### src/rtl/approx_mult_engine.sv
`default_nettype none
`timescale 1ns/1ps
// ============================================================================
// Module   : approx_mult_engine
// Brief    : Normalises operand pairs, keeps KEEP_W MSBs of each and writes {shift_sum, product}.
//            Optional rounding of kept bits: define APPROX_MULT_ROUND_EN.
// Revision : 1.0 - initial release
// ============================================================================
module approx_mult_engine #(
  parameter  int DATA_W  = 16,
  parameter  int KEEP_W  = 8,
  parameter  int N_PAIRS = 8,
  localparam int IN_AW   = $clog2(2*N_PAIRS),
  localparam int OUT_AW  = $clog2(N_PAIRS),
  localparam int SHW     = $clog2(2*DATA_W+1),
  localparam int RES_W   = SHW + 2*KEEP_W
) (
  input  logic              clk,
  input  logic              rst,
  input  logic              start,
  output logic              busy,
  output logic              done,
  output logic [IN_AW-1:0]  in_addr,
  input  logic [DATA_W-1:0] in_rdata,
  output logic              out_we,
  output logic [OUT_AW-1:0] out_addr,
  output logic [RES_W-1:0]  out_wdata
);

  typedef enum logic [2:0] {
    S_IDLE   = 3'd0,
    S_LOAD_A = 3'd1,
    S_NORM_A = 3'd2,
    S_LOAD_B = 3'd3,
    S_NORM_B = 3'd4,
    S_WRITE  = 3'd5,
    S_DONE   = 3'd6
  } state_t;

  localparam int                c_PW        = 2*KEEP_W;
  localparam logic [SHW-1:0]    c_SH_MAX    = SHW'(DATA_W);
  localparam logic [OUT_AW-1:0] c_LAST_PAIR = OUT_AW'(N_PAIRS-1);

  state_t              r_state;
  state_t              w_state_nxt;
  logic [OUT_AW-1:0]   r_pair;
  logic [IN_AW-1:0]    r_in_addr;
  logic [DATA_W-1:0]   r_sreg;
  logic [SHW-1:0]      r_sh_a;
  logic [SHW-1:0]      r_sh_b;
  logic [KEEP_W-1:0]   r_keep_a;
  logic [KEEP_W-1:0]   r_keep_b;

  logic [SHW-1:0]      w_sh_cur;
  logic                w_norm_exit;
  logic [KEEP_W-1:0]   w_keep_trunc;
  logic [KEEP_W-1:0]   w_keep;
  logic [OUT_AW-1:0]   w_pair_inc;
  logic [c_PW-1:0]     w_prod;
  logic [SHW-1:0]      w_sh_sum;

  // A zero operand never reaches a set MSB, so the count limit ends normalisation.
  assign w_sh_cur     = (r_state == S_NORM_B) ? r_sh_b : r_sh_a;
  assign w_norm_exit  = r_sreg[DATA_W-1] || (w_sh_cur == c_SH_MAX);
  assign w_keep_trunc = r_sreg[DATA_W-1 -: KEEP_W];
  assign w_pair_inc   = r_pair + OUT_AW'(1);
  assign w_prod       = c_PW'(r_keep_a) * c_PW'(r_keep_b);
  assign w_sh_sum     = r_sh_a + r_sh_b;
  assign in_addr      = r_in_addr;

`ifdef APPROX_MULT_ROUND_EN
  generate
    if (KEEP_W < DATA_W) begin : g_round
      logic [KEEP_W:0] w_rsum;
      assign w_rsum = {1'b0, w_keep_trunc} + (KEEP_W+1)'(r_sreg[DATA_W-1-KEEP_W]);
      assign w_keep = w_rsum[KEEP_W] ? {KEEP_W{1'b1}} : w_rsum[KEEP_W-1:0];
    end else begin : g_no_round
      assign w_keep = w_keep_trunc;
    end
  endgenerate
`else
  assign w_keep = w_keep_trunc;
`endif

  always_ff @(posedge clk) begin
    if (rst) begin
      r_state <= S_IDLE;
    end else begin
      r_state <= w_state_nxt;
    end
  end

  always_comb begin
    w_state_nxt = r_state;
    busy        = 1'b0;
    done        = 1'b0;
    out_we      = 1'b0;
    out_addr    = '0;
    out_wdata   = '0;
    case (r_state)
      S_IDLE:   if (start) w_state_nxt = S_LOAD_A;
      S_LOAD_A: begin busy = 1'b1; w_state_nxt = S_NORM_A; end
      S_NORM_A: begin busy = 1'b1; if (w_norm_exit) w_state_nxt = S_LOAD_B; end
      S_LOAD_B: begin busy = 1'b1; w_state_nxt = S_NORM_B; end
      S_NORM_B: begin busy = 1'b1; if (w_norm_exit) w_state_nxt = S_WRITE; end
      S_WRITE: begin
        busy        = 1'b1;
        out_we      = 1'b1;
        out_addr    = r_pair;
        out_wdata   = {w_sh_sum, w_prod};
        w_state_nxt = (r_pair == c_LAST_PAIR) ? S_DONE : S_LOAD_A;
      end
      S_DONE:   begin done = 1'b1; w_state_nxt = S_IDLE; end
      default:  w_state_nxt = S_IDLE;
    endcase
  end

  // The read address is set on the transition into each LOAD state and held afterwards.
  always_ff @(posedge clk) begin
    if (rst) begin
      r_pair    <= '0;
      r_in_addr <= '0;
      r_sreg    <= '0;
      r_sh_a    <= '0;
      r_sh_b    <= '0;
      r_keep_a  <= '0;
      r_keep_b  <= '0;
    end else begin
      case (r_state)
        S_IDLE: begin
          if (start) begin
            r_pair    <= '0;
            r_in_addr <= '0;
          end
        end
        S_LOAD_A: begin
          r_sreg <= in_rdata;
          r_sh_a <= '0;
        end
        S_NORM_A: begin
          if (w_norm_exit) begin
            r_keep_a  <= w_keep;
            r_in_addr <= IN_AW'({r_pair, 1'b1});
          end else begin
            r_sreg <= r_sreg << 1;
            r_sh_a <= r_sh_a + SHW'(1);
          end
        end
        S_LOAD_B: begin
          r_sreg <= in_rdata;
          r_sh_b <= '0;
        end
        S_NORM_B: begin
          if (w_norm_exit) begin
            r_keep_b <= w_keep;
          end else begin
            r_sreg <= r_sreg << 1;
            r_sh_b <= r_sh_b + SHW'(1);
          end
        end
        S_WRITE: begin
          if (r_pair != c_LAST_PAIR) begin
            r_pair    <= w_pair_inc;
            r_in_addr <= IN_AW'({w_pair_inc, 1'b0});
          end
        end
        default: ;
      endcase
    end
  end

endmodule
`default_nettype wire

### config.mk
export PLATFORM = sky130hd
export DESIGN_NAME = approx_mult_engine
export DESIGN_NICKNAME = d
export VERILOG_FILES = /design/src/rtl/approx_mult_engine.sv
export SDC_FILE = /design/constraint.sdc
export NUM_CORES = 1
export LEC_CHECK = 0
export ABC_CLOCK_PERIOD_IN_PS = 9000
export CAP_MARGIN = 20
export CELL_PAD_IN_SITES_DETAIL_PLACEMENT = 1
export CELL_PAD_IN_SITES_GLOBAL_PLACEMENT = 2
export CORE_MARGIN = 10
export CORE_UTILIZATION = 39
export CTS_CLUSTER_SIZE = 40
export DETAILED_ROUTE_END_ITERATION = 16
export PLACE_DENSITY = 0.93
export RECOVER_POWER = 25
export SETUP_SLACK_MARGIN = 0.4
export SLEW_MARGIN = 10
export SYNTH_ARGS = -nofsm -noshare
export SYNTH_HDL_FRONTEND = slang
export SYNTH_SLANG_ARGS = --single-unit
### constraint.sdc
create_clock -name clk -period 9 [get_ports clk]
set_input_delay 1.8 -clock clk [delete_from_list [all_inputs] [get_ports clk]]
set_output_delay 1.8 -clock clk [all_outputs]
set_load 0.05 [all_outputs]
==> metrics.md <==
| Metric | Value |
|---|---|
| Status | complete, but fails checks |
| Failing checks | max-capacitance violations, max-slew violations |
| Post-CTS Resized | 0 |
| IO Count | 51 |
| Final core utilization | 0.465 |
| DRC Markers | 0 |
| Nets | between 600 and 700 |
| Hold path cells | 2 |
| Most used DFF post-synth | dfxtp_1 |
| WHS | 0.511 ns |
| CP arrival | 5.47 ns |
| Synthesis Warnings | 0 |
| Worst-skew pair later-pin latency | 0.30 ns |
| M2 GR Usage | 0.258 |
| Seq/Total Area, Yosys | 0.221 |
| H-tree Lvls | 2 |
| Fmax | 138 MHz |
| Overall Global Routing Usage | 0.137 |
| CTS sink cnt | between 50 and 60 |
| CTS tree | built |
| Critical Path RT | just over 7 ns |
| Yosys cell types | 50 |
| # Post-CTS Setup Buffers | 0 |
| Met1 usage | 0.156 |
| Layout cell share with drive strength beyond 1 | 0.0598 |
| Initial antenna violation count | 0 |
| Met3 usage | 0.0221 |
| Worst-Margin Slew | 2.28 ns |
| Worst Setup Start Kind | flop |
| Post-Syn Instances | roughly 550 |
| Post-detail-place hpwl | 9500 um |
| First-pass iteration count of the detailed router | 4 |
| Global-route wire length before repair | 20500 um |
| Reg2reg path depth | 4 |
| Most common cell on crit path | fa_1 |
| Routed WL | 12000 um |
| Clock slew at reported path FFs | 0.08 ns |
| Post-synth EDFFs | 0 |
| Static leakage | between 2 and 3 nW |
| Final Cycle Share | 0.807 |
| Die W | 132 um |
| Syn Std Cell Area | 0.00490 mm2 |
| Synth Register Bits | 54 |
| Routed Antenna Nets | 0 |
| Slowest CP cell | clkdlybuf4s50_1 |
| Cells along the critical path | nand2_1, fa_1, fa_1, inv_1, fa_1, inv_1, fa_1, inv_1, ha_1, nand3_1, o211ai_1, o2111ai_1, and4_1, nor3_1, clkdlybuf4s50_1 |
| Final hold vios | 0 |
| Syn Area/Cell | 8.98 um2 |
| Drt initial violations | 95 |
| Max Root-Sink Buffers | 2 |
| Routed len/inst | 15.9 um |
| Via/cell ratio | 5.20 |
| CTS Buf Count | 5 |
| CP Max Fanout | 9 |
| Slowest stage delay, CP | roughly 0.84 ns |
| Layout Skew | 0.00868 ns |
| DP Cell Count | 745 |
| Total power density per cell area | 121 mW/mm2 |
| Post-route setup TNS | 0 ns |
| Tot Pwr | 0.686 mW |
| Rel. slew slack | -0.523 |
| Peak VDD IR | between 0.00009 and 0.0001 V |
| Fin cells | 753 |
| Finish-stage setup viols | 0 |
| RSZ-0062 raised after global routing | no |
| Gr ovfl total | 0 |
| Vias after detailed routing | around 3900 |
| Clk Tree Root Cell | clkbuf_16 |
| Gpl congestion | 0.802 |
| Total of max-cap violations | 1 |
| Starting Density | 0.403 |
| IO buf count | 50 |
| Worst hold-check path type | reg -> reg |
| Syn_nets | 647 |
| Height of the chip | about 130 um |
| Final Max Slew Viols | between 40 and 50 |
| Die area | between 0.015 and 0.02 mm2 |
| Hold buffer count at cts | 0 |
| Num rows | 40 |
| Largest net degree at the start of global routing | 47 |
| Area growth syn-to-layout | 15.4% |
| Final min period | around 7.3 ns |
| Antenna Cells | 0 |
| Most used routing layer | met2 |
| CP endpoint kind | output port |
| Post-synth ARST share | 0 |
| Vias in the first global route | 4300 |
| WS Path Type | reg -> out |
| Placeable Area | 0.0122 mm2 |
## report_power, final
part	leakage (nW)	total (mW)	switching [mW]	internal, mW
Combinational	2.06	0.179	0.104	0.0743
Sequential	0.439	0.306	0.0389	0.267
Clock	0.0759	0.201	0.0946	0.106
Total	2.58	0.686	0.238	0.448
## metal layers
metal,vias up,share of wire
li1,1927,-
met1,1941,0.42
met2,34,0.55
met3,11,0.025
met4,0,0.0085
met5,-,0
## cell usage in the layout (no fill, tap or decap), drive strengths merged, types with 6 or more instances in the layout
cell / count
mux2i: 30
dfxtp: 54
nor2b: 6
inv: 52
xor2: 15
fa: 37
ha: 45
nand2: 23
a21oi: 20
a21o: 6
nand3: 6
and2: 51
clkbuf: 6
o21ai: 9
clkdlybuf4s50: 49
nor3: 9
and3: 15
a211oi: 22
o2111ai: 9
xnor2: 6
nor2: 74
## synthesized netlist by cell type (11+ instances only)
| library cell | count | area, um2 |
|---|---|---|
| nor2_1 | 72 | 270 |
| dfxtp_1 | 54 | 1080 |
| and2_1 | 51 | 319 |
| inv_1 | 51 | 191 |
| ha_1 | 45 | 563 |
| fa_1 | 37 | 741 |
| mux2i_1 | 30 | 300 |
| nand2_1 | 23 | 86.3 |
| a21oi_1 | 19 | 95.1 |
| and3_1 | 15 | 93.8 |
| xor2_1 | 15 | 131 |
| a211oi_2 | 14 | 175 |
| clkbuf_1 | 11 | 41.3 |
## stage by stage
step	instance area (um2)	worst slack (ns)
3_3_place_gp	5500	2.15
6_report	5660	1.73
5_1_grt	5660	1.44
3_5_place_dp	5500	2.04
4_1_cts	5660	1.69
2_1_floorplan	4900	2.28
## worst max-delay path: cells and delay by family, from the launching register on
family	cells	cell delay, ns
AND/OR/NAND/NOR	4	0.61
flip-flops	1	0.49
adder cells (fa/ha/maj)	5	2.51
buffers and inverters	4	0.99
AO/OA/AOI/OAI	2	0.56
## path summary, 6_finish.rpt
check / slack, ns / start / to
setup / recovery: 1.73 / r_keep_a[0] / out_wdata[15]
hold / removal: 0.51 / in_addr[0] / in_addr[0]
setup reg to reg: 6.20 / r_state[0] / r_sreg[12]
hold reg to reg: 0.51 / in_addr[0] / in_addr[0]
## logic make-up (layout without fill, tap and decap cells)
logic type / Yosys count / in the layout / share of synthesized area
AOI/OAI and AO/OA: 87 / 87 / 0.144
DFF: 54 / 54 / 0.221
muxes: 30 / 30 / 0.0613
and+or+nand+nor: 201 / 201 / 0.209
xor gates and xnor gates: 21 / 21 / 0.0375
buffers and inverters: 71 / 110 / 0.0620
adders and majority gates: 82 / 82 / 0.266
## registers in the layout, summed over array words and instances (netlist names)
register  count
r_sh_a        6
in_addr       4
r_keep_a      8
r_sh_b        6
r_pair        3
r_keep_b      8
r_sreg       16
r_state       3
## cell type report
class	instances	area (um2)
clock buffers	5	125
flip-flops and latches	54	1080
clock inverters	3	28.8
multi-input cells	421	3520
inverters	51	191
repair buffers	51	502
fillers	1435	6510
well taps	168	210
No activity file was read; power rests on OpenSTA's default activity.
